--- src/rtl/door_sensor_conditioner.sv ---
// Presence-sensor front end: synchronises the raw sensor line, debounces both
// edges, stretches presence by a hold-open time and flags a stuck-active
// sensor. All outputs are registered and change on the state-transition edge.
module door_sensor_conditioner #(
  parameter int SYNC_STAGES     = 2,
  parameter int DEBOUNCE_CYCLES = 4,
  parameter int HOLD_CYCLES     = 8,
  parameter int STUCK_CYCLES    = 1000
) (
  input  logic clk,
  input  logic rst,
  input  logic raw_sensor,
  output logic sensor_out,
  output logic rise_pulse,
  output logic fall_pulse,
  output logic fault
);

  localparam int CW = $clog2(DEBOUNCE_CYCLES) + 1;
  localparam int HW = $clog2(HOLD_CYCLES) + 1;
  localparam int SW = $clog2(STUCK_CYCLES + 1) + 1;

  localparam logic [CW-1:0] CNT_ONE   = CW'(1);
  localparam logic [CW-1:0] CNT_LAST  = CW'(DEBOUNCE_CYCLES - 1);
  localparam logic [HW-1:0] HCNT_ONE  = HW'(1);
  localparam logic [HW-1:0] HCNT_LAST = HW'(HOLD_CYCLES - 1);
  localparam logic [SW-1:0] SCNT_ONE  = SW'(1);
  localparam logic [SW-1:0] SCNT_MAX  = '1;
  // With STUCK_CYCLES=0 the compare value is unused; keep it non-negative.
  localparam logic [SW-1:0] SCNT_LAST = SW'((STUCK_CYCLES == 0) ? 0 : STUCK_CYCLES - 1);
  localparam bit            STUCK_EN  = (STUCK_CYCLES != 0);
  localparam bit            DEB_ONE   = (DEBOUNCE_CYCLES == 1);

  typedef enum logic [2:0] {IDLE, QUAL_ON, ACTIVE, QUAL_OFF, HOLD, FAULT} state_t;

  logic [SYNC_STAGES-1:0] sync_reg, sync_next;
  logic                   s;
  state_t                 state_reg, state_next;
  logic [CW-1:0]          cnt_reg, cnt_next;
  logic [HW-1:0]          hcnt_reg, hcnt_next;
  logic [SW-1:0]          scnt_reg, scnt_next, scnt_inc;
  logic                   sensor_out_reg, sensor_out_next;
  logic                   rise_pulse_reg, rise_pulse_next;
  logic                   fall_pulse_reg, fall_pulse_next;
  logic                   fault_reg, fault_next;

  // Synchroniser chain wiring: stage 0 takes the raw line, each later stage
  // takes its predecessor.
  for (genvar gi = 0; gi < SYNC_STAGES; gi++) begin : g_sync
    if (gi == 0) begin : g_first
      assign sync_next[gi] = raw_sensor;
    end else begin : g_rest
      assign sync_next[gi] = sync_reg[gi-1];
    end
  end

  assign s        = sync_reg[SYNC_STAGES-1];
  // Stuck counter saturates so a long presence can never wrap back to zero.
  assign scnt_inc = (scnt_reg == SCNT_MAX) ? scnt_reg : scnt_reg + SCNT_ONE;

  // Synchroniser flops, FSM state, counters and registered outputs.
  always_ff @(posedge clk or posedge rst) begin
    if (rst) begin
      sync_reg       <= '0;
      state_reg      <= IDLE;
      cnt_reg        <= '0;
      hcnt_reg       <= '0;
      scnt_reg       <= '0;
      sensor_out_reg <= 1'b0;
      rise_pulse_reg <= 1'b0;
      fall_pulse_reg <= 1'b0;
      fault_reg      <= 1'b0;
    end else begin
      sync_reg       <= sync_next;
      state_reg      <= state_next;
      cnt_reg        <= cnt_next;
      hcnt_reg       <= hcnt_next;
      scnt_reg       <= scnt_next;
      sensor_out_reg <= sensor_out_next;
      rise_pulse_reg <= rise_pulse_next;
      fall_pulse_reg <= fall_pulse_next;
      fault_reg      <= fault_next;
    end
  end

  // Next-state, counter updates and next output values.
  always_comb begin
    state_next      = state_reg;
    cnt_next        = cnt_reg;
    hcnt_next       = hcnt_reg;
    scnt_next       = scnt_reg;
    rise_pulse_next = 1'b0;
    fall_pulse_next = 1'b0;

    case (state_reg)
      IDLE: begin
        if (s) begin
          if (DEB_ONE) begin
            state_next      = ACTIVE;
            scnt_next       = '0;
            rise_pulse_next = 1'b1;
          end else begin
            state_next = QUAL_ON;
            cnt_next   = CNT_ONE;
          end
        end
      end
      QUAL_ON: begin
        if (!s) begin
          state_next = IDLE;
        end else if (cnt_reg == CNT_LAST) begin
          state_next      = ACTIVE;
          scnt_next       = '0;
          rise_pulse_next = 1'b1;
        end else begin
          cnt_next = cnt_reg + CNT_ONE;
        end
      end
      ACTIVE: begin
        scnt_next = scnt_inc;
        // The stuck check wins over a release seen on the same clock.
        if (STUCK_EN && scnt_reg == SCNT_LAST) begin
          state_next      = FAULT;
          cnt_next        = '0;
          fall_pulse_next = 1'b1;
        end else if (!s) begin
          if (DEB_ONE) begin
            state_next = HOLD;
            hcnt_next  = '0;
          end else begin
            state_next = QUAL_OFF;
            cnt_next   = CNT_ONE;
          end
        end
      end
      QUAL_OFF: begin
        scnt_next = scnt_inc;
        if (STUCK_EN && scnt_reg == SCNT_LAST) begin
          state_next      = FAULT;
          cnt_next        = '0;
          fall_pulse_next = 1'b1;
        end else if (s) begin
          state_next = ACTIVE;
          cnt_next   = '0;
        end else if (cnt_reg == CNT_LAST) begin
          state_next = HOLD;
          hcnt_next  = '0;
        end else begin
          cnt_next = cnt_reg + CNT_ONE;
        end
      end
      HOLD: begin
        // Retrigger during hold-open: straight back to ACTIVE, no pulse.
        if (s) begin
          state_next = ACTIVE;
          scnt_next  = '0;
        end else if (hcnt_reg == HCNT_LAST) begin
          state_next      = IDLE;
          fall_pulse_next = 1'b1;
        end else begin
          hcnt_next = hcnt_reg + HCNT_ONE;
        end
      end
      FAULT: begin
        // Needs an unbroken run of released samples to recover.
        if (s) begin
          cnt_next = '0;
        end else if (cnt_reg == CNT_LAST) begin
          state_next = IDLE;
          cnt_next   = '0;
        end else begin
          cnt_next = cnt_reg + CNT_ONE;
        end
      end
      default: begin
        state_next = IDLE;
      end
    endcase

    sensor_out_next = (state_next == ACTIVE) || (state_next == QUAL_OFF) ||
                      (state_next == HOLD);
    fault_next      = (state_next == FAULT);
  end

  assign sensor_out = sensor_out_reg;
  assign rise_pulse = rise_pulse_reg;
  assign fall_pulse = fall_pulse_reg;
  assign fault      = fault_reg;

endmodule

--- config.mk ---
export PLATFORM = sky130hd
export DESIGN_NAME = door_sensor_conditioner
export DESIGN_NICKNAME = d
export VERILOG_FILES = /design/src/rtl/door_sensor_conditioner.sv
export SDC_FILE = /design/constraint.sdc
export NUM_CORES = 1
export LEC_CHECK = 0
export CORE_ASPECT_RATIO = 0.8
export CORE_MARGIN = 5
export CORE_UTILIZATION = 50
export CTS_CLUSTER_DIAMETER = 120
export DETAILED_ROUTE_END_ITERATION = 12
export PLACE_DENSITY = 0.64
export SYNTH_ARGS = -nofsm -noshare
export SYNTH_HDL_FRONTEND = slang
export SYNTH_SLANG_ARGS = --single-unit
--- constraint.sdc ---
create_clock -name clk -period 3.7 [get_ports clk]
set_input_delay 0.74 -clock clk [delete_from_list [all_inputs] [get_ports clk]]
set_output_delay 0.74 -clock clk [all_outputs]
set_load 0.02 [all_outputs]
After elaboration in Yosys (flattened, before gate mapping)
Cells that the tools add are included.

storage, ports and cells
  output and inout bits = 4
  input bits = 3
  word-level logic and storage cells = 87
  bits in registers = 27

operators by class
  add/subtract/negate cells = 3
  reductions and logical operators = 10
  multiplexer cells = 41
  eq/ne operators = 24

operators with widths
  kind                     number
  $mux W3                  21
  $mux W11                 4
  $pmux W11 S3             1
  $mux W4                  5
  $ne A2 B2 Y1 const B     10
  $pmux W3 S6              1
  $eq A3 B2 Y1 const B     5
  $pmux W3 S5              1
  $eq A3 B3 Y1 const B     4
  $add A11 B1 Y11 const B  1
  $eq A11 B10 Y1 const B   1
  $eq A11 B11 Y1 const B   1
  $pmux W4 S2              1
  $mux W1                  6
  $reduce_and A6 Y1        1
  $reduce_and A5 Y1        1
  $reduce_bool A5 Y1       1
  $add A4 B1 Y4 const B    1
  $eq A4 B3 Y1 const B     1
  $reduce_and A4 Y1        1
  $add A3 B1 Y3 const B    1
  $eq A3 B1 Y1 const B     1
  $logic_not A3 Y1         1
  $ne A3 B3 Y1 const B     1
  other kinds (5)          6

Depth between registers and ports, before layout
  depth after elaboration = 8
  mapped depth = 7
  gate-level depth less buffers = 6

Worst setup path before layout
OpenSTA, ideal clock, no wires.

  path kind = reg-to-reg
  start point = register scnt_reg[0]
  end point = register scnt_reg[8]
  setup slack = 2,062 ps
  stages on the path, launching flop included = 8
  buffers on the path = 1
  arrival time = 1,512 ps
  path through = dfrtp_1 -> ha_1 -> nand3_1 -> or2_2 -> o2bb2ai_2 -> buf_6 -> nor4_4 -> a2bb2oi_2

on the way
  cells in the longest elaborated chain, start to end = 3
  elaborated cells on any way between the ends = 6

ends and longest elaborated chain
  item                                                      line  source
  start, declared                                           41    logic [SW-1:0] scnt_reg, scnt_next, scnt_inc;
  start signal, assigned                                    78    scnt_reg <= scnt_next;
  $add A11 B1 Y11 / $eq A11 B11 Y1 (equally long branches)  59    assign scnt_inc = (scnt_reg == SCNT_MAX) ? scnt_reg : scnt_reg + SCNT_ONE;
  $mux W11 / $ne A2 B2 Y1 (equally long branches)           -
  $pmux W11 S3 / $reduce_and A5 Y1 (equally long branches)  -

Several ways; a longest one is shown, not always the timed one. The select of a mux whose other input is x is not followed.
A chain may end at the register's enable or synchronous reset.

Worst setup path in the final report
  start point = register state_reg[2]
  end point = register hcnt_reg[2]

on the way
  cells in the longest elaborated chain, start to end = 3
  elaborated cells on any way between the ends = 10

ends and longest elaborated chain
  item                                                                 line  source
  start, declared                                                      38    state_t state_reg, state_next;
  start signal, assigned                                               75    state_reg <= state_next;
  $eq A3 B3 Y1 / $eq A3 B2 Y1 (equally long branches)                  95    case (state_reg)
  $ne A2 B2 Y1 (no line) / $reduce_bool A2 Y1 (equally long branches)  -
  $reduce_and A6 Y1 (no line)                                          -
  end signal, assigned                                                 77    hcnt_reg <= hcnt_next;
  end, declared                                                        40    logic [HW-1:0] hcnt_reg, hcnt_next;

Several ways; a longest one is shown, not always the timed one.

==> results.yml <==
cells_and_area:
  diodes: 0
  area_growth_pct: 8.08
  final_common_cell: "dfrtp_1"
  final_cell_count_no_fill: 200
  final_layout_size_suffix_gt1_share_pct: 8.64
  final_nets: 169
  mostFrequentLayoutCells: "dfrtp_1, nand2_1, o21ai_0"
  n_fill_cell: 247
  largest_reg_flops: 11
setup_path:
  startpoint_type: "flop"
  crit_type: "flop to flop"
  crit_arrival_ps: 2120
  required_ps: 3860
  cp_max_fo: 14
  endpoint_kind: "flop"
  reg2reg_slack_ps: 1750
clock_network:
  cts_resized: 0
  clockRootBuffer: "clkbuf_8"
  cts_sinks: 27
  htreeDepth: 1
  cts_tree: "built"
  cts_setup_buffers: 0
  clk_path_buf_depth: 2
  cts_buffers: 3
  cts_hold_buffers: 0
  path_clk_slew_ps: 90
  clk_latency_ps: 280
timing:
  fin_hold_ws_ps: 366
  setup_viol: 0
  period_share_pct: 52.8
  slew_viol_final: 0
  hold_violations: 0
  setup_ws_ps: 1750
  fin_crit_ps: 1950
  fin_skew_ps: 12.3
  relSlewSlack_pct: 31.5
  max_freq_mhz: 512
  finalSetupTns_ps: 0
  rsz0062_at_grt: "no"
  worstMarginPinSlew_ps: 1030
drt:
  dr.pass1.iters: 4
  drt-initial-drc-count: 77
  route.vias.total: 1224
  wire_per_inst_um: 15.2
  drc: 0
  wl_um: 3040
  ant_nets: 0
  routed_via_density: 6.12
logic_synthesis:
  ys_seq_area_share_pct: 45.0
  synth_area_um2: 1500
  postSynth.asyncResetShare_pct: 100
  syn_nets: 163
  synth_edf_count: 0
  syn_area_per_cell_um2: 9.56
  synth_warnings: 0
  ys_seq_elements: 27
  netlist_instances: 157
  ys_types: 48
  ys.flop_type: "dfrtp_1"
floorplan:
  die_y_um: 59.0
  die_w_um: 71.3
  rows: 17
  start_util_pct: 53.1
  ios: 7
  core_area_um2: 2830
  die_area_um2: 4210
placement:
  port-buffer-count: 6
  placed_cells_incl_taps: 196
  gp_congestion: 0.780
  place_hpwl_um: 2200
  pre_cts_slack_ps: 1710
pwr:
  p_per_area_nw_per_um2: 535
  leakage_nw: 0.677
  ir_worst_vdd_v: 0.000278
global_route:
  grt.total_usage_pct: 15.9
  grt_pass1_vias: 1107
  grt_pass1_wl_um: 5360
  grt_max_degree: 28
  grt.overflow.total: 0
  grt_antenna_before_repair: 0
outcome:
  status: "complete, no violations"
worst_hold_path:
  hp-class: "flop to flop"
flow_run:
  cap_violations: 0
critical path: stages, from the launching register on:
cell and delay [ps]:
dfrtp_1 580, nor3b_4 370, o21ai_0 200, a21oi_2 350, o21ai_1 130, a21o_1 190
layer usage:
metal / vias up / wire [µm] / track usage [%]
met5: - / 0 / 0
met4: 0 / 7 / 1.61
met3: 2 / 169 / 4.24
met2: 27 / 1320 / 24.0
met1: 609 / 1540 / 23.8
li1: 586 / - / -
cell families after synthesis:
logic type	synth area share, %
flops	45.0
fa+ha+maj	2.50
xor+xnor	0.583
mux	0.667
buf+inv	3.58
compound gates	22.1
simple gates	25.6
where the power goes:
group	switching [mW]	total (mW)	internal, mW
Sequential	0.0703	0.408	0.338
Combinational	0.173	0.295	0.122
Clock	0.0883	0.165	0.0772
cell usage after synthesis, types with 2 or more instances:
master    count  area (µm²)
a21oi_1       3        15.0
a22o_1        2        17.5
a31oi_1       6        37.5
and2_1        2        12.5
buf_6         2        22.5
clkbuf_1      3        11.3
dfrtp_1      27         676
ha_1          3        37.5
inv_1         4        15.0
nand2_1      19        71.3
nand2b_1      4        25.0
nand3_1       7        35.0
nor2_1       11        41.3
nor2b_1       6        37.5
nor3_1        2        10.0
nor4b_1       2        17.5
o21ai_0      16        80.1
o21ai_1       2        10.0
o22ai_1       2        12.5
o31ai_1       4        30.0
o41ai_1       2        17.5
or3_1         2        12.5
stage by stage:
| stage | total power [mW] | util (%) | area (µm²) |
|---|---|---|---|
| finish | 0.868 | 57.4 | 1620 |
| detailed placement | 0.706 | 55.8 | 1580 |
| global placement | 0.694 | 55.8 | 1580 |
| global route | 0.938 | 57.4 | 1620 |
| floorplan | 0.649 | - | 1500 |
| CTS | 0.875 | 57.4 | 1620 |
cell type report:
| class | instances | area (µm²) | area share (%) |
|---|---|---|---|
| Multi-Input combinational cell | 120 | 772 | 47.6 |
| Inverter | 4 | 15.0 | 0.925 |
| Clock buffer | 4 | 45.0 | 2.78 |
| Tap cell | 38 | 47.5 | 2.93 |
| Timing Repair Buffer | 7 | 67.6 | 4.16 |
| Sequential cell | 27 | 676 | 41.6 |
path summary, 6_finish.rpt:
| check | start | end | depth (start not counted) |
|---|---|---|---|
| setup / recovery | state_reg[2]$_DFF_PP0_ | hcnt_reg[2]$_DFFE_PP0P_ | 5 |
| hold / removal | sync_reg[0]$_DFF_PP0_ | sync_reg[1]$_DFF_PP0_ | 0 |
| setup reg to reg | state_reg[2]$_DFF_PP0_ | hcnt_reg[2]$_DFFE_PP0P_ | 5 |
| hold reg to reg | sync_reg[0]$_DFF_PP0_ | sync_reg[1]$_DFF_PP0_ | 0 |
| max in group asynchronous | rst | fall_pulse$_DFF_PP0_ | 2 |
| min in group asynchronous | rst | scnt_reg[8]$_DFFE_PP0P_ | 2 |
Note: power is estimated with default switching activity, not from simulation.
